### config.mk
export PLATFORM = sky130hd
export DESIGN_NAME = bcd_counter_ctrl_flat
export DESIGN_NICKNAME = d
export VERILOG_FILES = /design/src/rtl/bcd_ctrl_pkg.sv /design/src/rtl/bcd_counter_ctrl_if.sv /design/src/rtl/bcd_carry_chain.sv /design/src/rtl/bcd_counter_ctrl.sv /design/src/flat_wrapper.sv
export SDC_FILE = /design/constraint.sdc
export NUM_CORES = 1
export LEC_CHECK = 0
export CAP_MARGIN = 10
export CORE_ASPECT_RATIO = 1.25
export CORE_MARGIN = 5
export CORE_UTILIZATION = 30
export DETAILED_ROUTE_END_ITERATION = 10
export PLACE_DENSITY = 0.66
export SYNTH_ARGS = -nofsm -noshare
export SYNTH_HDL_FRONTEND = slang
export SYNTH_SLANG_ARGS = --single-unit
### constraint.sdc
create_clock -name clk -period 2.86 [get_ports clk]
set_input_delay 0.572 -clock clk [delete_from_list [all_inputs] [get_ports clk]]
set_output_delay 0.572 -clock clk [all_outputs]
set_load 0.05 [all_outputs]
### src/rtl/bcd_ctrl_pkg.sv
// Shared types, encodings and helpers for the BCD counter controller.
package bcd_ctrl_pkg;

   typedef enum logic [1:0] {
      IDLE   = 2'd0,
      RUN    = 2'd1,
      LD_CLR = 2'd2,
      LD_SET = 2'd3
   } state_t;

   typedef enum logic [1:0] {
      OP_LOAD = 2'd0,
      OP_UP   = 2'd1,
      OP_DOWN = 2'd2,
      OP_STOP = 2'd3
   } cmd_op_t;

   localparam logic [3:0] BCD_MAX = 4'd9;
   localparam logic [3:0] BCD_MIN = 4'd0;

   function automatic logic bcd_valid(input logic [3:0] nibble);
      return nibble <= BCD_MAX;
   endfunction

endpackage

### src/rtl/bcd_counter_ctrl_if.sv
// Command channel of the BCD counter controller: valid/ready handshake plus reject pulse.
interface bcd_counter_ctrl_if
   import bcd_ctrl_pkg::*;
#(
   parameter int DIGITS = 4
);
   logic                  cmd_valid;
   logic                  cmd_ready;
   cmd_op_t               cmd_op;
   logic [4*DIGITS-1:0]   cmd_data;
   logic                  cmd_err;

   modport master (
      output cmd_valid,
      output cmd_op,
      output cmd_data,
      input  cmd_ready,
      input  cmd_err
   );

   modport slave (
      input  cmd_valid,
      input  cmd_op,
      input  cmd_data,
      output cmd_ready,
      output cmd_err
   );
endinterface

### src/rtl/bcd_carry_chain.sv
// Decimal ripple-enable network: a digit counts only when all lower digits sit at their terminal value.
module bcd_carry_chain
   import bcd_ctrl_pkg::*;
#(
   parameter int DIGITS = 4
) (
   input  logic [4*DIGITS-1:0] dig_q,
   input  logic                dig_reverse,
   input  logic                count_en,
   output logic [DIGITS-1:0]   dig_enable,
   output logic                all_terminal
);
   logic [DIGITS-1:0] terminal;
   logic [3:0]        term_value;

   assign term_value = dig_reverse ? BCD_MIN : BCD_MAX;

   // Exact compare means a malformed nibble can never look terminal.
   generate
      for (genvar gi = 0; gi < DIGITS; gi++) begin : g_digit
         assign terminal[gi] = (dig_q[4*gi +: 4] == term_value);
         if (gi == 0) begin : g_lsd
            assign dig_enable[gi] = count_en;
         end else begin : g_upper
            assign dig_enable[gi] = count_en && (&terminal[gi-1:0]);
         end
      end
   endgenerate

   assign all_terminal = &terminal;

endmodule

### src/rtl/bcd_counter_ctrl.sv
// Sequencer for a chain of BCD T-flip-flop digit cells: command FSM, preset load, count enables, wrap.
module bcd_counter_ctrl
   import bcd_ctrl_pkg::*;
#(
   parameter int DIGITS    = 4,
   parameter bit WRAP_STOP = 1'b0
) (
   input  logic                clk,
   input  logic                reset,
   bcd_counter_ctrl_if.slave   cmd,
   input  logic                tick,
   input  logic [4*DIGITS-1:0] dig_q,
   output logic [DIGITS-1:0]   dig_enable,
   output logic                dig_reverse,
   output logic [4*DIGITS-1:0] dig_set,
   output logic [4*DIGITS-1:0] dig_reset,
   output logic                wrap,
   output logic                busy
);
   state_t              state_reg, state_next;
   logic                reverse_reg, reverse_next;
   logic                resume_q, resume_next;
   logic [4*DIGITS-1:0] load_data_reg, load_data_next;
   logic                wrap_reg, wrap_next;
   logic                err_reg, err_next;

   logic [DIGITS-1:0]   nib_ok;
   logic                data_ok;
   logic                accept;
   logic                count_en;
   logic                all_terminal;
   logic                rollover;

   generate
      for (genvar gi = 0; gi < DIGITS; gi++) begin : g_check
         assign nib_ok[gi] = bcd_valid(cmd.cmd_data[4*gi +: 4]);
      end
   endgenerate

   assign data_ok       = &nib_ok;
   assign cmd.cmd_ready = reset && (state_reg == IDLE || state_reg == RUN);
   assign accept        = cmd.cmd_valid && cmd.cmd_ready;
   // An accepted command (even a rejected LOAD) swallows the tick of that cycle.
   assign count_en      = reset && (state_reg == RUN) && tick && !accept;
   assign rollover      = count_en && all_terminal;

   bcd_carry_chain #(
      .DIGITS (DIGITS)
   ) u_chain (
      .dig_q        (dig_q),
      .dig_reverse  (reverse_reg),
      .count_en     (count_en),
      .dig_enable   (dig_enable),
      .all_terminal (all_terminal)
   );

   always_ff @(posedge clk) begin
      if (!reset) begin
         state_reg     <= IDLE;
         reverse_reg   <= 1'b0;
         resume_q      <= 1'b0;
         load_data_reg <= '0;
         wrap_reg      <= 1'b0;
         err_reg       <= 1'b0;
      end else begin
         state_reg     <= state_next;
         reverse_reg   <= reverse_next;
         resume_q      <= resume_next;
         load_data_reg <= load_data_next;
         wrap_reg      <= wrap_next;
         err_reg       <= err_next;
      end
   end

   always_comb begin
      state_next     = state_reg;
      reverse_next   = reverse_reg;
      resume_next    = resume_q;
      load_data_next = load_data_reg;
      wrap_next      = rollover;
      err_next       = 1'b0;
      if (accept) begin
         case (cmd.cmd_op)
            OP_UP: begin
               state_next   = RUN;
               reverse_next = 1'b0;
            end
            OP_DOWN: begin
               state_next   = RUN;
               reverse_next = 1'b1;
            end
            OP_STOP: state_next = IDLE;
            OP_LOAD: begin
               if (data_ok) begin
                  state_next     = LD_CLR;
                  resume_next    = (state_reg == RUN);
                  load_data_next = cmd.cmd_data;
               end else begin
                  err_next = 1'b1;
               end
            end
            default: state_next = state_reg;
         endcase
      end else begin
         case (state_reg)
            LD_CLR:  state_next = LD_SET;
            LD_SET:  state_next = resume_q ? RUN : IDLE;
            RUN:     if (rollover && WRAP_STOP) state_next = IDLE;
            default: state_next = state_reg;
         endcase
      end
   end

   // Cells are held cleared for the whole reset; set is masked so both never coincide.
   assign dig_reset   = (!reset || state_reg == LD_CLR) ? '1 : '0;
   assign dig_set     = (reset && state_reg == LD_SET) ? load_data_reg : '0;
   assign dig_reverse = reverse_reg;
   assign wrap        = wrap_reg;
   assign cmd.cmd_err = err_reg;
   assign busy        = (state_reg != IDLE);

endmodule

### src/flat_wrapper.sv
// flat-port wrapper written by rule: the top's interface ports become plain ports
module bcd_counter_ctrl_flat import bcd_ctrl_pkg::*;
#(
   parameter int DIGITS    = 4,
   parameter bit WRAP_STOP = 1'b0
)
  (clk, reset, tick, dig_q, dig_enable, dig_reverse, dig_set, dig_reset, wrap, busy, cmd_cmd_valid, cmd_cmd_op, cmd_cmd_data, cmd_cmd_ready, cmd_cmd_err);
  bcd_counter_ctrl_if #(.DIGITS(DIGITS)) cmd_i ();
  input  logic clk;
  input  logic reset;
  input  logic tick;
  input  logic [4*DIGITS-1:0] dig_q;
  output logic [DIGITS-1:0] dig_enable;
  output logic dig_reverse;
  output logic [4*DIGITS-1:0] dig_set;
  output logic [4*DIGITS-1:0] dig_reset;
  output logic wrap;
  output logic busy;
  input wire logic [$bits(cmd_i.cmd_valid)-1:0] cmd_cmd_valid;
  input wire logic [$bits(cmd_i.cmd_op)-1:0] cmd_cmd_op;
  input wire logic [$bits(cmd_i.cmd_data)-1:0] cmd_cmd_data;
  output wire logic [$bits(cmd_i.cmd_ready)-1:0] cmd_cmd_ready;
  output wire logic [$bits(cmd_i.cmd_err)-1:0] cmd_cmd_err;
  assign cmd_i.cmd_valid = cmd_cmd_valid;
  assign cmd_i.cmd_op = cmd_cmd_op;
  assign cmd_i.cmd_data = cmd_cmd_data;
  assign cmd_cmd_ready = cmd_i.cmd_ready;
  assign cmd_cmd_err = cmd_i.cmd_err;
  bcd_counter_ctrl #(.DIGITS(DIGITS), .WRAP_STOP(WRAP_STOP)) u_core (.clk(clk), .reset(reset), .cmd(cmd_i), .tick(tick), .dig_q(dig_q), .dig_enable(dig_enable), .dig_reverse(dig_reverse), .dig_set(dig_set), .dig_reset(dig_reset), .wrap(wrap), .busy(busy));
endmodule
==> flow_summary.ini <==
[timing]
fin_crit_sh_pct = 90.48
finalClockSkew_ps = 0.8290
period_needed_ps = 2588
hold_viol = 0
maxSlewViolCount = 0
setup_violations = 0
fmax_ghz = 0.3864
maxSlewHeadroom_pct = 65.89
worstMarginPinSlew_ps = 510.1
setup_tns_ps = 0
rsz0062_at_grt = no
whs_ps = 450.6

[final_layout]
diodes = 0
drive_gt1_share_pct = 26.96
finalNetCount = 273
layout_common_cells = 41 x clkdlybuf4s50_1, 37 x buf_12, 24 x nand2_1, 22 x dfxtp_1, 17 x and2_1
largest_reg_flops = 16
area_growth_syn_to_layout_pct = 80.84
fin_util_pct = 56.29
final_common_cell = clkdlybuf4s50_1
fillers = 393

[synth]
synthesis.nets = 211
ys.flop_type = dfxtp_1
syn-cell-area_um2 = 1378
synthCells = 170
synth_cell_type_count = 32
synth_edf_count = 0
yosys_warnings = 0
synthXorXnorAreaFrac_pct = 0
synth-compound-area-share_pct = 14.80
synth_fa_ha_area_share_pct = 2.725
seq_area_frac_synth_pct = 31.97
syn_avg_cell_area_um2 = 8.103
synth_top_family_by_area = simple AND/OR/NAND/NOR gates
synth.area.mux_share_pct = 2.180
synthSimpleGateAreaFrac_pct = 32.70
synth-seq-cells = 22
synth_async_sr_flop_share_pct = 0

[clock_network]
cts_hold_buf = 0
path_clk_slew_ps = 70
cts_tree = yes
cts_setup_buffers = 0
clockRootBuffer = clkbuf_8
htree_levels = 1
cts.sinks = 22
cts_buffers = 3
cts_resized = 0
clock_tree.buffer_depth = 2
clk-insertion-delay-late_ps = 250

[route]
drtAntennaViolNets = 0
dr.pass1.iters = 4
wire_per_inst_um = 13.14
dr_total_vias = 1353
viasPerCell = 4.698
wl_mm = 3.783
drtIter0Drc = 38
drc = 0

[die]
core_area_um2 = 4425
core.rowCount = 27
start_util_pct = 31.13
io-pin-count = 79
die_area_um2 = 6056
die_w_um = 70.61
die_h_um = 85.76

[status]
status = completed

[critical_path]
critPathKind = input pin to output pin
worstPathMaxFanout = 3
end_kind = output pin
cp.arrival_ps = 2020
required_ps = 2290
start_kind = input pin

[place]
io_buffer_count = 78
dp_hpwl_mm = 3.054
place.gp.congestion = 0.8018

[job]
cap_violations = 0

[power]
leakage_nw = 0.9853
powerDensity_nw_per_um2 = 312.6
ir_worst_vdd_mv = 0.1885

[grt]
grt_max_degree = 30
grt.overflow.total = 0
first_global_vias = 1395
grt.total_usage_pct = 12.61
antenna_found_initial = 0
grt_pass1_wl_mm = 6.389

[min_path]
hp-class = flop to flop
## worst max-delay path, stage by stage
cell and delay [ps]:
clkdlybuf4s50_1 430, and4bb_2 330, o2111ai_1 180, nor3_2 320
buf_12 180
## worst paths after layout
path	from	end	slack [ps]	depth (start not counted)
min reg2reg	u_core.load_data_reg[8]	u_core.load_data_reg[8]	450	2
min	u_core.load_data_reg[8]	u_core.load_data_reg[8]	450	2
max	cmd_cmd_valid	dig_enable[3]	270	5
max reg2reg	u_core.dig_reverse	u_core.wrap	1320	4
## per-layer routing
layer	wire [um]	track usage [%]	vias to the layer above
met5	0	0	-
met4	29	2.906	0
met3	277	3.283	5
met1	1645	15.31	616
met2	1830	22.23	54
li1	-	-	678
## stage by stage
step	power, mW	setup slack [ps]	instance area (um2)	std cells
floorplan	0.4674	171.3	1378	170
global placement	0.5983	312.7	2450	285
detailed placement	0.6004	261.6	2450	285
CTS	0.7882	254.2	2491	288
global route	0.8116	177.9	2491	288
finish	0.7788	272.3	2491	288
## cell type report
cell class	count	area, um2	area share (%)
Timing Repair Buffer	84	1196	48.02
Multi-Input combinational cell	116	721.9	28.98
Sequential cell	22	440.4	17.68
Tap cell	58	72.57	2.913
Clock buffer	3	41.29	1.657
Inverter	5	18.77	0.7534
## power breakdown
| part | total, mW | internal, mW | switching [mW] |
|---|---|---|---|
| combinational | 0.275 | 0.137 | 0.138 |
| sequential | 0.317 | 0.311 | 0.00578 |
| clock | 0.187 | 0.0938 | 0.0935 |
## cell families after synthesis
group           count (synthesis)
simple gates                   80
buf+inv                        32
mux                             3
flops                          22
compound gates                 30
fa+ha+maj                       3
## Yosys cell counts, types with 2 or more instances
library cell	number	share of area, %
nand3_1	10	3.6
buf_2	3	1.1
inv_1	5	1.4
dfxtp_1	22	32
nor3b_1	4	2.2
mux2i_1	3	2.2
and3b_1	3	1.9
clkbuf_1	5	1.4
buf_4	16	8.7
and4_1	2	1.3
o21ai_2	10	6.4
and2_1	17	7.7
and2b_1	2	1.1
a21oi_1	3	1.1
ha_1	3	2.7
nand2_1	24	6.5
buf_6	2	1.6
nor2_1	7	1.9
o21ai_0	12	4.4
nand4_1	5	2.3
No activity file was read; power rests on OpenSTA's default activity.
